<file path="config.mk">
export PLATFORM = sky130hd
export DESIGN_NAME = external_interrupt_controller
export DESIGN_NICKNAME = d
export VERILOG_FILES = /design/src/rtl/external_interrupt_controller.sv
export SDC_FILE = /design/constraint.sdc
export NUM_CORES = 1
export LEC_CHECK = 0
export BUFFER_PORTS_ARGS = -buffer_cell sky130_fd_sc_hd__buf_2
export CAP_MARGIN = 20
export CORE_UTILIZATION = 40
export DETAILED_ROUTE_END_ITERATION = 16
export PLACE_DENSITY = 0.71
export SYNTH_ARGS = -nofsm -noshare
export SYNTH_HDL_FRONTEND = slang
export SYNTH_SLANG_ARGS = --single-unit
</file>
<file path="constraint.sdc">
create_clock -name Sys_Clock -period 2.14 [get_ports Sys_Clock]
set_input_delay 0.107 -clock Sys_Clock [delete_from_list [all_inputs] [get_ports Sys_Clock]]
set_output_delay 0.107 -clock Sys_Clock [all_outputs]
set_load 0.05 [all_outputs]
</file>
<file path="src/rtl/external_interrupt_controller.sv">
// External interrupt controller: edge-detects device and NMI lines, prioritises them,
// and runs the IntReq/IntId/IntAck handshake with a small memory-mapped register file.
module external_interrupt_controller #(
  parameter int          NUM_SRC   = 8,
  parameter logic [29:0] BASE_ADDR = 30'h0000_0100
) (
  input  logic               Sys_Clock,
  input  logic               Sys_Reset,
  input  logic [NUM_SRC-1:0] Src_Irq,
  input  logic               Nmi_Irq,
  input  logic               IO_EnR,
  input  logic               IO_EnW,
  input  logic [29:0]        IO_Address,
  input  logic [31:0]        IO_DataW,
  output logic [31:0]        IO_DataR,
  output logic               IO_Hit,
  output logic               EIC_IntReq,
  output logic               EIC_IntId,
  input  logic               EIC_IntAck,
  output logic [1:0]         o_dbg_state
);

  typedef enum logic [1:0] {
    ST_IDLE    = 2'd0,
    ST_REQ_DEV = 2'd1,
    ST_SERVICE = 2'd2,
    ST_REQ_NMI = 2'd3
  } state_t;

  state_t             r_state;
  logic [NUM_SRC-1:0] r_hist, r_pend, r_mask;
  logic               r_nmi_hist, r_nmi_pend;
  logic [3:0]         r_win, r_cur_idx;
  logic               r_cur_valid, r_ret_service;
  logic               r_int_req, r_int_id;
  logic [31:0]        r_data_r;
  logic               r_hit;

  logic [29:0]        w_off;
  logic               w_hit, w_wr_pend, w_wr_mask, w_wr_eoi;
  logic [NUM_SRC-1:0] w_edge, w_act, w_w1c, w_ack_clr;
  logic               w_nmi_edge, w_dev_ack, w_nmi_ack;
  logic [3:0]         w_win;
  logic [31:0]        w_rdata;
  logic               w_unused_data;

  // Unsigned wrap makes addresses below BASE_ADDR land far outside the 0..3 window.
  assign w_off     = IO_Address - BASE_ADDR;
  assign w_hit     = (w_off < 30'd4);
  assign w_wr_pend = IO_EnW && w_hit && (w_off[1:0] == 2'd0);
  assign w_wr_mask = IO_EnW && w_hit && (w_off[1:0] == 2'd1);
  assign w_wr_eoi  = IO_EnW && w_hit && (w_off[1:0] == 2'd3);

  assign w_edge     = Src_Irq & ~r_hist;
  assign w_nmi_edge = Nmi_Irq & ~r_nmi_hist;
  assign w_act      = r_pend & r_mask;
  assign w_dev_ack  = (r_state == ST_REQ_DEV) && EIC_IntAck;
  assign w_nmi_ack  = (r_state == ST_REQ_NMI) && EIC_IntAck;
  assign w_ack_clr  = w_dev_ack ? (NUM_SRC'(1) << r_win) : '0;
  assign w_w1c      = w_wr_pend ? IO_DataW[NUM_SRC-1:0] : '0;
  assign w_unused_data = &{1'b0, IO_DataW};

  always_comb begin
    w_win = '0;
    for (int i = NUM_SRC - 1; i >= 0; i--) begin
      if (w_act[i]) w_win = 4'(i);
    end
  end

  always_comb begin
    w_rdata = '0;
    case (w_off[1:0])
      2'd0:    w_rdata = {{(32-NUM_SRC){1'b0}}, r_pend};
      2'd1:    w_rdata = {{(32-NUM_SRC){1'b0}}, r_mask};
      2'd2:    w_rdata = {r_cur_valid, 27'd0, r_cur_idx};
      default: w_rdata = '0;
    endcase
  end

  // Edge-set terms are OR-ed in last so a new edge beats a W1C or ack clear.
  always_ff @(posedge Sys_Clock or negedge Sys_Reset) begin
    if (!Sys_Reset) begin
      r_hist     <= '0;
      r_nmi_hist <= 1'b0;
      r_pend     <= '0;
      r_nmi_pend <= 1'b0;
      r_mask     <= '0;
      r_data_r   <= '0;
      r_hit      <= 1'b0;
    end else begin
      r_hist     <= Src_Irq;
      r_nmi_hist <= Nmi_Irq;
      r_pend     <= (r_pend & ~(w_w1c | w_ack_clr)) | w_edge;
      r_nmi_pend <= (r_nmi_pend & ~w_nmi_ack) | w_nmi_edge;
      if (w_wr_mask) r_mask <= IO_DataW[NUM_SRC-1:0];
      if (IO_EnR) begin
        r_hit    <= w_hit;
        r_data_r <= w_hit ? w_rdata : '0;
      end
    end
  end

  always_ff @(posedge Sys_Clock or negedge Sys_Reset) begin
    if (!Sys_Reset) begin
      r_state       <= ST_IDLE;
      r_int_req     <= 1'b0;
      r_int_id      <= 1'b0;
      r_win         <= '0;
      r_cur_valid   <= 1'b0;
      r_cur_idx     <= '0;
      r_ret_service <= 1'b0;
    end else begin
      if (w_wr_eoi) r_cur_valid <= 1'b0;
      case (r_state)
        ST_IDLE: begin
          if (r_nmi_pend) begin
            r_state       <= ST_REQ_NMI;
            r_int_req     <= 1'b1;
            r_int_id      <= 1'b1;
            r_ret_service <= 1'b0;
          end else if (|w_act) begin
            r_state   <= ST_REQ_DEV;
            r_win     <= w_win;
            r_int_req <= 1'b1;
            r_int_id  <= 1'b0;
          end
        end
        ST_REQ_DEV: begin
          if (EIC_IntAck) begin
            r_state     <= ST_SERVICE;
            r_int_req   <= 1'b0;
            r_cur_valid <= 1'b1;
            r_cur_idx   <= r_win;
          end
        end
        ST_SERVICE: begin
          if (r_nmi_pend) begin
            r_state       <= ST_REQ_NMI;
            r_int_req     <= 1'b1;
            r_int_id      <= 1'b1;
            r_ret_service <= !w_wr_eoi;
          end else if (w_wr_eoi) begin
            r_state <= ST_IDLE;
          end
        end
        ST_REQ_NMI: begin
          if (w_wr_eoi) r_ret_service <= 1'b0;
          if (EIC_IntAck) begin
            r_state   <= (r_ret_service && !w_wr_eoi) ? ST_SERVICE : ST_IDLE;
            r_int_req <= 1'b0;
            r_int_id  <= 1'b0;
          end
        end
        default: r_state <= ST_IDLE;
      endcase
    end
  end

  assign IO_DataR    = r_data_r;
  assign IO_Hit      = r_hit;
  assign EIC_IntReq  = r_int_req;
  assign EIC_IntId   = r_int_id;
  assign o_dbg_state = r_state;

endmodule

</file>
==> flow_summary.toml <==
[cts]
clock_path_buffers = 2
tritoncts_num_sinks = 48
cts_max_level = 2
clock_tree_from_tritoncts = "done"
worstSkewPairLatency_ns = 0.30
clock-root-buffer = "sky130_fd_sc_hd__clkbuf_8"
clk_pin_slew_worst_paths_ns = 0.08
cts_made_buffers = 5

[placement]
dpl-instance-area_um2 = 3058
post-dp-hpwl_mm = 4.429
port_buffers = 65
gp_congestion = 0.8457
detailedPlace.worstSlack_ns = -0.3103

[cells_and_area]
nets = 435
fin_util_pct = 52.14
filler_cell_count = 588
register_area_um2 = 1201
post_route_cells_drive_above_1_share_pct = 31.39
multi_input_area_um2 = 1286
insertedDiodeCount = 0
layout_commonest_cell = "sky130_fd_sc_hd__buf_2"
finish.instance_area_um2 = 3292
flow.area_growth_from_synthesis_pct = 26.37
final_cell_mix = "sky130_fd_sc_hd__buf_2, sky130_fd_sc_hd__dfrtp_1, sky130_fd_sc_hd__nand2_1, sky130_fd_sc_hd__conb_1, sky130_fd_sc_hd__nor2_1"

[setup_path]
critPathMaxStageDelay_ns = 0.67
critical_path_peak_fanout = 3
start_kind = "input pin"
critical_path_cell_count = 7
path_delay_family = "simple AND/OR/NAND/NOR gates"
critical_path.cell_chain = "buf_2, or4_4, or4b_4, buf_4, or4_2, nor4_2, nor2_1"
worstPathRequired_ns = 2.33
timing.setup.critical_path_class = "in -> reg"
reg2reg_depth = 4
cp_slowest_cell = "sky130_fd_sc_hd__or4_2"
setup.worst_path.end_class = "flip-flop"
critPathBufInv = 2
signal_arrival_time_at_the_worst_endpoint_ns = 2.29

[power_and_ir_drop]
power_leakage_nw = 1.583
power-per-cell-area_nw_per_um2 = 602.0
ir_worst_vdd_v = 0.0003224

[floorplan]
die_area_um2 = 6839
io_pins = 113
rows = 29
core_area_um2 = 6314
die_h_um = 82.70
initial_utilization_pct = 41.26
die-width_um = 82.70

[sta]
period_share_pct = 97.95
finalSetupViolations = 0
finClkSkew_ns = 0.006700
post-route-worst-setup-slack_ns = 0.04381
tightestPinTransition_ns = 0.5883
clock.fmax_mhz = 477.1
max_slew_margin_pct = 60.78
finalHoldViolations = 0
hold-worst-slack_ns = 0.05646
setup_repair_after_global_routing_missed_its_margin = "yes"
min_period_ns = 2.096
finalMaxSlewViolations = 0

[drt]
postRouteWirelength_mm = 5.867
vias = 2236
detailedRoute.firstIterationViolations = 124
wl_per_cell_um = 13.43
antenna_violating_nets_post_route = 0
detailedRoute.firstPassIterationCount = 4
detail_route.drc_violations = 0
routed_via_density = 5.117

[grt]
grt_pass1_wl_mm = 9.363
grt_remaining_overflow = 0
via_count_of_the_first_global_routing_pass = 2035
number_of_antenna_violations_at_the_first_check_in_global_routing = 0
track_usage_pct = 17.97
grt_max_degree = 49

[min_path]
min-delay-path-class = "in -> reg"
holdPathStages = 2

[yosys]
syn-mean-instance-area_um2 = 9.830
synth_area_um2 = 2605
edff_count_synth = 0
post_synth_inst_count = 265
portion_of_the_post_synthesis_area_used_by_sequential_elements_pct = 46.11
postSynthRegisterBits = 48
synth.largest_area_cell = "sky130_fd_sc_hd__dfrtp_1"
ys.warnings.count = 0
netlist.area_leader.share_pct = 46.11
synth_async_sr_flop_share_pct = 100.0
synthTopCellsByArea = "sky130_fd_sc_hd__dfrtp_1, sky130_fd_sc_hd__buf_4, sky130_fd_sc_hd__o21ai_0"
synthDistinctLibCells = 44
ys_dominant_reg_cell = "sky130_fd_sc_hd__dfrtp_1"

[run]
max_cap_viol_count = 0

[status]
result_of_the_run = "finished, final reports clean"
==> cells by family after synthesis <==
family,share of synthesized area (%)
buf+inv,9.078
simple gates,19.12
other cells,0.1440
flops,46.11
xor+xnor,1.009
compound gates,16.76
mux,7.781
==> per-stage QoR <==
| step | TNS, ns | instances | total power, mW |
|---|---|---|---|
| 3_5_place_dp | -4.805 | 418 | 1.441 |
| 5_1_grt | -0.03012 | 437 | 2.083 |
| 2_1_floorplan | -1.823 | 287 | 1.311 |
| 3_3_place_gp | -4.311 | 418 | 1.432 |
| 4_1_cts | 0 | 436 | 1.997 |
| 6_report | 0 | 437 | 1.982 |
==> timing repair <==
| action | CTS | global route |
|---|---|---|
| endpoints found under the setup margin | 0 | 9 |
| endpoints found under the hold margin | 57 | 0 |
| resized for setup | 0 | 9 |
| setup buffers | 0 | 1 |
| hold buffers | 10 | 0 |
==> state kept, by name (all words and copies together) (netlist names) <==
register	cells
IO_DataR	9
r_hist	8
r_mask	8
r_pend	8
r_cur_idx	3
r_win	3
o_dbg_state	2
EIC_IntId	1
EIC_IntReq	1
IO_Hit	1
r_cur_valid	1
r_nmi_hist	1
r_nmi_pend	1
r_ret_service	1
==> Yosys cell counts, types with 2 or more instances <==
cell,number
sky130_fd_sc_hd__nand2_1,25
sky130_fd_sc_hd__o31ai_1,5
sky130_fd_sc_hd__a21oi_1,14
sky130_fd_sc_hd__a2bb2oi_1,4
sky130_fd_sc_hd__nor4_1,3
sky130_fd_sc_hd__or2_2,2
sky130_fd_sc_hd__or3_1,2
sky130_fd_sc_hd__buf_4,23
sky130_fd_sc_hd__nor3_4,2
sky130_fd_sc_hd__nor2_1,21
sky130_fd_sc_hd__or4b_2,3
sky130_fd_sc_hd__mux2_2,10
sky130_fd_sc_hd__mux2i_1,9
sky130_fd_sc_hd__nor3_1,5
sky130_fd_sc_hd__clkbuf_1,4
sky130_fd_sc_hd__a22oi_1,5
sky130_fd_sc_hd__nand3_1,4
sky130_fd_sc_hd__o21ai_0,24
sky130_fd_sc_hd__nand2b_1,5
sky130_fd_sc_hd__xnor2_1,3
sky130_fd_sc_hd__o2bb2ai_1,3
sky130_fd_sc_hd__a22o_1,6
sky130_fd_sc_hd__dfrtp_1,48
sky130_fd_sc_hd__or4_1,4
sky130_fd_sc_hd__inv_1,12
==> worst paths after layout <==
check	startpoint	end	slack, ns
max	IO_Address[11]	o_dbg_state[1]	0.04
min	IO_DataW[7]	r_mask[7]	0.06
max reg2reg	o_dbg_state[0]	o_dbg_state[1]	0.31
min reg2reg	r_nmi_hist	r_nmi_pend	0.42
max in group asynchronous	Sys_Reset	r_mask[1]	1.30
min in group asynchronous	Sys_Reset	IO_DataR[7]	0.44
==> per-layer routing <==
metal  routed length [µm]  GRT usage [%]  vias to the layer above
met1                 2789          26.45                     1076
met3                  230          3.297                        7
met5                    0              0                        -
met4                   56          5.862                        0
li1                     -              -                     1095
met2                 2790          26.39                       58
==> report_power, final <==
part	internal, mW	total (mW)	switching [mW]	leakage, nW
clock network	0.264	0.545	0.281	0.0455
logic	0.138	0.472	0.333	0.949
registers	0.944	0.965	0.0211	0.588
==> cell type report <==
class                   count  area share [%]
multi-input cells         199           39.07
flip-flops and latches     48           36.49
well taps                  77           2.927
clock buffers               8           2.737
repair buffers             93           17.41
inverters                  12           1.368
==> worst register-to-register path, cell delays in order, from the launching register on <==
cell and delay (ns):
sky130_fd_sc_hd__dfrtp_1 0.39, sky130_fd_sc_hd__or4_1 0.51, sky130_fd_sc_hd__or4_2 0.63, sky130_fd_sc_hd__nor4_2 0.15
sky130_fd_sc_hd__nor2_1 0.06
(Power assumes the default switching activity.)
